`src/rtl/ext_int_controller.sv`:
```
// External interrupt controller: per-source pending/overrun tracking, mask and global enable,
// round-robin arbitration and a valid/ack/done handshake towards the core.
module ext_int_controller #(
    parameter int unsigned NUM_SRC = 4,
    parameter int unsigned ID_W    = $clog2(NUM_SRC)
) (
    input  logic               clk,
    input  logic               rst_n,
    input  logic [NUM_SRC-1:0] int_req,
    input  logic [NUM_SRC-1:0] int_mask,
    input  logic               global_en,
    output logic               irq_valid,
    output logic [ID_W-1:0]    irq_id,
    input  logic               irq_ack,
    input  logic               irq_done,
    output logic [NUM_SRC-1:0] pending,
    output logic [NUM_SRC-1:0] overrun,
    output logic               busy
);

    typedef enum logic [1:0] {StIdle, StRequest, StService} state_e;

    state_e             state_q;
    logic [NUM_SRC-1:0] pending_q, pending_d;
    logic [NUM_SRC-1:0] overrun_q, overrun_d;
    logic [ID_W-1:0]    irq_id_q;
    logic               irq_valid_q;
    logic [ID_W-1:0]    served_id_q;
    logic [ID_W-1:0]    rr_ptr_q;

    logic [NUM_SRC-1:0] cand;
    logic [NUM_SRC-1:0] ack_vec;
    logic               ack_accept;
    logic               found;
    logic [ID_W-1:0]    winner;
    logic [ID_W-1:0]    probe;

    // (base + off) mod NUM_SRC; operands are always below NUM_SRC, so one subtraction suffices.
    function automatic logic [ID_W-1:0] wrap_add(input logic [ID_W-1:0] base,
                                                 input logic [ID_W:0]   off);
        logic [ID_W:0] s;
        s = {1'b0, base} + off;
        if (s >= (ID_W+1)'(NUM_SRC)) begin
            s = s - (ID_W+1)'(NUM_SRC);
        end
        return s[ID_W-1:0];
    endfunction

    assign cand       = pending_q & int_mask;
    assign ack_accept = (state_q == StRequest) && irq_ack;
    assign ack_vec    = ack_accept ? (NUM_SRC'(1) << irq_id_q) : '0;

    // A request arriving in the same cycle as the ack wins over the clear.
    assign pending_d = (pending_q & ~ack_vec) | int_req;
    assign overrun_d = (overrun_q & ~ack_vec) | (int_req & pending_q);

    always_comb begin
        found  = 1'b0;
        winner = '0;
        probe  = '0;
        for (int k = 0; k < int'(NUM_SRC); k++) begin
            probe = wrap_add(rr_ptr_q, (ID_W+1)'(k));
            if (!found && cand[probe]) begin
                found  = 1'b1;
                winner = probe;
            end
        end
    end

    always_ff @(posedge clk or negedge rst_n) begin
        if (!rst_n) begin
            pending_q <= '0;
            overrun_q <= '0;
        end else begin
            pending_q <= pending_d;
            overrun_q <= overrun_d;
        end
    end

    always_ff @(posedge clk or negedge rst_n) begin
        if (!rst_n) begin
            state_q     <= StIdle;
            irq_valid_q <= 1'b0;
            irq_id_q    <= '0;
            served_id_q <= '0;
            rr_ptr_q    <= '0;
        end else begin
            unique case (state_q)
                StIdle: begin
                    if (global_en && found) begin
                        irq_id_q    <= winner;
                        irq_valid_q <= 1'b1;
                        state_q     <= StRequest;
                    end
                end
                StRequest: begin
                    // Never withdrawn: mask/global_en changes are ignored until the core acks.
                    if (irq_ack) begin
                        served_id_q <= irq_id_q;
                        irq_valid_q <= 1'b0;
                        state_q     <= StService;
                    end
                end
                StService: begin
                    if (irq_done) begin
                        rr_ptr_q <= wrap_add(served_id_q, (ID_W+1)'(1));
                        state_q  <= StIdle;
                    end
                end
                default: begin
                    state_q     <= StIdle;
                    irq_valid_q <= 1'b0;
                end
            endcase
        end
    end

    assign irq_valid = irq_valid_q;
    assign irq_id    = irq_id_q;
    assign pending   = pending_q;
    assign overrun   = overrun_q;
    assign busy      = (state_q != StIdle);

endmodule

```
`config.mk`:
```
export PLATFORM = sky130hd
export DESIGN_NAME = ext_int_controller
export DESIGN_NICKNAME = d
export VERILOG_FILES = /design/src/rtl/ext_int_controller.sv
export SDC_FILE = /design/constraint.sdc
export NUM_CORES = 1
export LEC_CHECK = 0
export BUFFER_PORTS_ARGS = -buffer_cell sky130_fd_sc_hd__buf_2
export CAP_MARGIN = 20
export CORE_AREA = 2 2 43 45
export CTS_CLUSTER_SIZE = 10
export DETAILED_ROUTE_END_ITERATION = 12
export DIE_AREA = 0 0 45 47
export PLACE_DENSITY_LB_ADDON = 0.2
export SYNTH_ARGS = -nofsm -noshare
export SYNTH_HDL_FRONTEND = slang
export SYNTH_SLANG_ARGS = --single-unit
export TNS_END_PERCENT = 50
```
`constraint.sdc`:
```
create_clock -name clk -period 2.2 [get_ports clk]
set_input_delay 0.44 -clock clk [delete_from_list [all_inputs] [get_ports clk]]
set_output_delay 0.44 -clock clk [all_outputs]
set_load 0.01 [all_outputs]
```
### After elaboration in Yosys (flattened, before gate mapping)

Cells that the tools add are included.

| word-level totals | value |
|---|---|
| bits of input ports | 13 |
| output and inout bits | 12 |
| register bits | 17 |
| logic and storage cells | 83 |

| cells by class | value |
|---|---|
| bitwise gates (word level) | 8 |
| order comparisons | 9 |
| shifts and indexed selects | 1 |
| add/sub/neg operators | 9 |
| multiplexer cells | 29 |
| reductions and logical operators | 15 |
| equality and inequality tests | 5 |

Operator list:

| operator | number |
|---|---|
| 2-to-1 mux 2 bit | 12 |
| AND 4 bit | 4 |
| >= comparator 3 bit (second input constant) | 4 |
| less-than comparator 2 x 3 -> 1 bit (second input constant) | 4 |
| 2-to-1 mux 1 bit | 10 |
| subtractor 2 x 1 -> 2 bit (second input constant) | 5 |
| binary-select mux 1 bit (select 2 bit) | 4 |
| OR 4 bit | 2 |
| adder 2 x 1 -> 3 bit (second input constant) | 2 |
| adder 2 x 2 -> 3 bit (second input constant) | 2 |
| inequality test 2 bit (second input constant) | 3 |
| case mux 2 bit (3 select lines) | 1 |
| AND reduction 2 bit | 3 |
| AND reduction 3 bit | 2 |
| logical AND 1 bit | 5 |
| 2-to-1 mux 4 bit | 1 |
| NOT 4 bit | 1 |
| left shift 1 x 2 -> 4 bit (first input constant) | 1 |
| >= comparator 2 x 3 -> 1 bit (second input constant) | 1 |
| zero test 1 bit | 3 |
| case mux 1 bit (3 select lines) | 1 |
| == test 2 x 1 -> 1 bit (second input constant) | 1 |
| == test 2 bit (second input constant) | 1 |
| zero test 2 bit | 1 |
| 2 further kinds | 2 |

### Longest topological paths before layout

| logic depth | value |
|---|---|
| word-level depth | 17 |
| depth in mapped cells | 4 |
| gate-level depth less buffers | 4 |

### Worst setup path before layout

No wires, ideal clock.

| path | value |
|---|---|
| path type | register -> register |
| start point | reg pending_q[2], in the netlist pending[2] |
| end point | reg irq_id_q[0], in the netlist irq_id[0] |
| path buffers | 0 |
| data arrival time | 1.231 ns |
| setup time | 0.125 ns |
| period minus slack after synthesis | 1.356 ns |
| stages on the path, launching flop included | 5 |
| path slack | 0.844 ns |
| data required time | 2.075 ns |
| cells stage by stage | dfrtp_1 nand2_1 a41o_2 nor2_4 mux2_4 |

| between the ends | value |
|---|---|
| cells in the longest elaborated chain, start to end | 15 |
| elaborated cells between the ends (all ways) | 25 |
| those cells by class | mux (16); bitwise (1); reduce/logical (8) |

Ends and longest elaborated chain:

| element | line | source |
|---|---|---|
| start, declared | 24 | `logic [NUM_SRC-1:0] pending_q, pending_d;` |
| start signal, assigned | 75 | `pending_q <= pending_d;` |
| AND 4 bit * | 49 | `assign cand = pending_q & int_mask;` |
| binary-select mux 1 bit (select 2 bit) | 63 | `if (!found && cand[probe]) begin` |
| 2-to-1 mux 1 bit (not written as such) | 63 |  |
| 2-to-1 mux 1 bit | 63 |  |
| zero test 1 bit | 63 |  |
| logical AND 1 bit | 63 |  |
| 2-to-1 mux 1 bit | 63 |  |
| zero test 1 bit | 63 |  |
| logical AND 1 bit | 63 |  |
| 2-to-1 mux 1 bit | 63 |  |
| zero test 1 bit | 63 |  |
| logical AND 1 bit | 63 |  |
| 2-to-1 mux 1 bit | 63 |  |
| logical AND 1 bit | 90 | `if (global_en && found) begin` |
| AND reduction 2 bit (no line) | - |  |
| end signal, assigned | 91 | `irq_id_q <= winner;` |
| end, declared | 26 | `logic [ID_W-1:0] irq_id_q;` |

Every way passes the cells marked *; elsewhere a longest branch is shown, timed or not. The select of a mux whose other input is x is not followed.
A chain may end at the register's enable or synchronous reset.

### Final worst setup path

| path | value |
|---|---|
| start point | reg state_q[1] |
| end point | out busy |

| between the ends | value |
|---|---|
| cells in the longest elaborated chain, start to end | 1 |

Ends and longest elaborated chain:

| element | line | source |
|---|---|---|
| start, declared | 23 | `state_e state_q;` |
| start signal, assigned | 82 | `state_q <= StIdle;` |
| start signal, assigned | 93 | `state_q <= StRequest;` |
| start signal, assigned | 101 | `state_q <= StService;` |
| nonzero test 2 bit | 122 | `assign busy = (state_q != StIdle);` |
| end, declared | 18 | `output logic busy` |

No other way between the ends.

==> flow_metrics.tcl <==
set metrics [dict create \
    fin_crit_sh_pct 75.14 \
    slowest_delay_ns 0.48 \
    chipWidth_um 45 \
    synthMuxAreaShare_pct 4.655 \
    final_area_um2 948.4 \
    layout_common_cells "buf_2 (24), dfrtp_1 (17), nand2_1 (13)" \
    slew_violations 0 \
    viasPerCell 5.368 \
    fin_nets 114 \
    fin_cells 117 \
    synth_compound_area_share_pct 18.46 \
    dp.cells 113 \
    setup_viol 0 \
    die_h_um 47 \
    cts_resized 0 \
    worst_ir_drop_vdd_uv 600.5 \
    cp_max_fo 7 \
    place_ws_ns 0.7162 \
    final_layout_size_suffix_gt1_share_pct 34.00 \
    arrival_ns 1.21 \
    period_minus_slack_ns 1.653 \
    rsz0062_at_grt "false" \
    avgSynthCellArea_um2 10.83 \
    clock_sinks 17 \
    synthAdderAreaFrac_pct 0 \
    synth-seq-cells 17 \
    ff2ff_path_depth 4 \
    antenna_found_initial 0 \
    hp-class "input pin to async pin" \
    grt_pass1_wl_mm 2.532 \
    clkTransAtPathRegs_ns 0.10 \
    syn_area_um2 779.5 \
    coreArea_mm2 0.001652 \
    fin_setup_tns_ns 0 \
    overflow 0 \
    port_buffers 24 \
    max_freq_mhz 604.9 \
    grt_pass1_vias 579 \
    end_kind "output pin" \
    slew_headroom_pct 74.55 \
    final_antenna_net_count 0 \
    setup_ws_ns 0.5470 \
    ys_seq_area_share_pct 54.57 \
    synth-xor-area-share_pct 1.124 \
    clk_latency_ns 0.28 \
    dp_hpwl_mm 1.136 \
    swShare_pct 36.60 \
    syn_inst 72 \
    power_frac_comb_pct 34.9 \
    synthSimpleGateAreaFrac_pct 19.26 \
    p_switching_w 0.0003888 \
    finClkSkew_ns 0.002855 \
    ios 25 \
    grt_max_degree 18 \
    synth_top_family_by_area "simple AND/OR/NAND/NOR gates" \
    p_int_w 0.0006735 \
    cp.required_ns 1.76 \
    grt_use_total_pct 17.24 \
    avgRoutedWirePerCell_um 12.81 \
    clkPwrFrac_pct 15.4 \
    yosys_warnings 0 \
    cap_viol_max_count 0 \
    initial_core_util_pct 47.20 \
    gp_congestion 0.6793 \
    root_buffer "clkbuf_4" \
    cts_tree "done" \
    worst_slew_pin_slew_ns 0.3818 \
    cp_slowest_cell "dfrtp_1" \
    p_leak_nw 0.4514 \
    cts_max_path_buffers 2 \
    path_cells "or2_2 -> buf_2" \
    die-area_mm2 0.002115 \
    drt_pass1_iterations 3 \
    drcViolationCount 0 \
    num_vias 628 \
    drt_iter0_drc 8 \
    cts_setup_buffers 0 \
    path_class "register to output pin" \
    rows 15 \
    status "finished clean" \
    cts_buffers 3 \
    antenna_cells 0 \
    start_kind "register" \
    final_common_cell "buf_2" \
    cts_hold_buf 0 \
    hold_viol 0 \
    cts_htree_levels 1 \
    placed_cell_area_um2 920.9 \
    powerDensity_mw_per_mm2 1120 \
    p_seq_share_pct 49.8 \
    ys_types 28 \
    synth_nets 85 \
    area_delta_synth_final_pct 21.67 \
    routed_wl_mm 1.499 \
]
==> stage by stage <==
step	power [W]	utilization [%]	hold WS [ns]
6_report	0.001062	57.42	0.05890
5_1_grt	0.001140	57.42	0.07743
4_1_cts	0.001075	57.42	0.05919
3_5_place_dp	0.0009060	55.76	0.3855
3_3_place_gp	0.0008985	55.76	0.3822
2_1_floorplan	0.0007719	-	0.1444
==> cell type report <==
type	count	area [µm²]
clock buffers	3	22.52
flip-flops and latches	17	425.4
well taps	17	21.27
clock inverters	1	5.005
repair buffers	24	120.1
multi-input cells	51	339.1
fillers	163	703.2
inverters	4	15.01
==> logic make-up after synthesis <==
family / after synthesis
flops: 17
xor+xnor: 1
mux: 3
compound gates: 20
simple gates: 27
buf+inv: 4
==> cell usage after synthesis <==
cell type,count,area share (%)
or2_2,1,0.80
o31ai_1,1,0.96
a211oi_1,1,0.96
a21o_1,4,3.9
nand2b_1,1,0.80
a21boi_0,1,0.96
nand3b_1,1,0.96
nor2_1,2,0.96
a41o_2,1,1.4
nor2_4,1,1.4
and2_1,1,0.80
nand3_1,3,1.9
mux2_4,1,1.9
o21a_1,1,0.96
dfrtp_1,17,55
inv_1,4,1.9
nand2_1,13,6.3
o22ai_1,2,1.6
nand3b_4,1,2.6
o21ai_0,4,2.6
mux2_2,1,1.4
a22o_1,4,4.5
nand4b_1,1,1.1
xnor2_1,1,1.1
nor3b_1,1,0.96
a21oi_1,1,0.64
mux2i_1,1,1.3
nor3_1,1,0.64
==> per-layer routing <==
| metal | routed length, µm | vias to the layer above | global-route usage, % | part of all wire, % |
|---|---|---|---|---|
| li1 | - | 314 | - | - |
| met1 | 709 | 299 | 22.68 | 47 |
| met2 | 697 | 13 | 27.14 | 46 |
| met3 | 71 | 2 | 2.308 | 4.7 |
| met4 | 21 | 0 | 10.59 | 1.4 |
| met5 | 0 | - | 0 | 0 |
==> power by group through the flow <==
stage | sequential, W | combinational [W] | clock, W
finish | 0.000529 | 0.000370 | 0.000163
global route | 0.000546 | 0.000413 | 0.000181
CTS | 0.000528 | 0.000375 | 0.000172
detailed placement | 0.000534 | 0.000372 | 0
global placement | 0.000531 | 0.000368 | 0
floorplan | 0.000532 | 0.000240 | 0
==> state kept, by name (all words and copies together), names as in the netlist <==
signal	cells
served_id_q	2
overrun	4
pending	4
rr_ptr_q	2
state_q	2
irq_valid	1
irq_id	2
==> worst max-delay path, delay by kind of cell (launching register included) <==
family                 cells  cell delay, ns
DFF                        1            0.48
and+or+nand+nor            1            0.32
buffers and inverters      1            0.14
==> path summary, 6_finish.rpt <==
path / from / endpoint / slack [ns]
worst max-delay path: state_q[1] / busy / 0.55
worst min-delay path: rst_n / irq_valid / 0.06
worst max register to register: state_q[0] / irq_id[0] / 0.76
worst min register to register: overrun[0] / overrun[0] / 0.50
max in group asynchronous: rst_n / served_id_q[0] / 1.87
min in group clk: int_req[2] / pending[2] / 0.34
(Power assumes the default switching activity.)
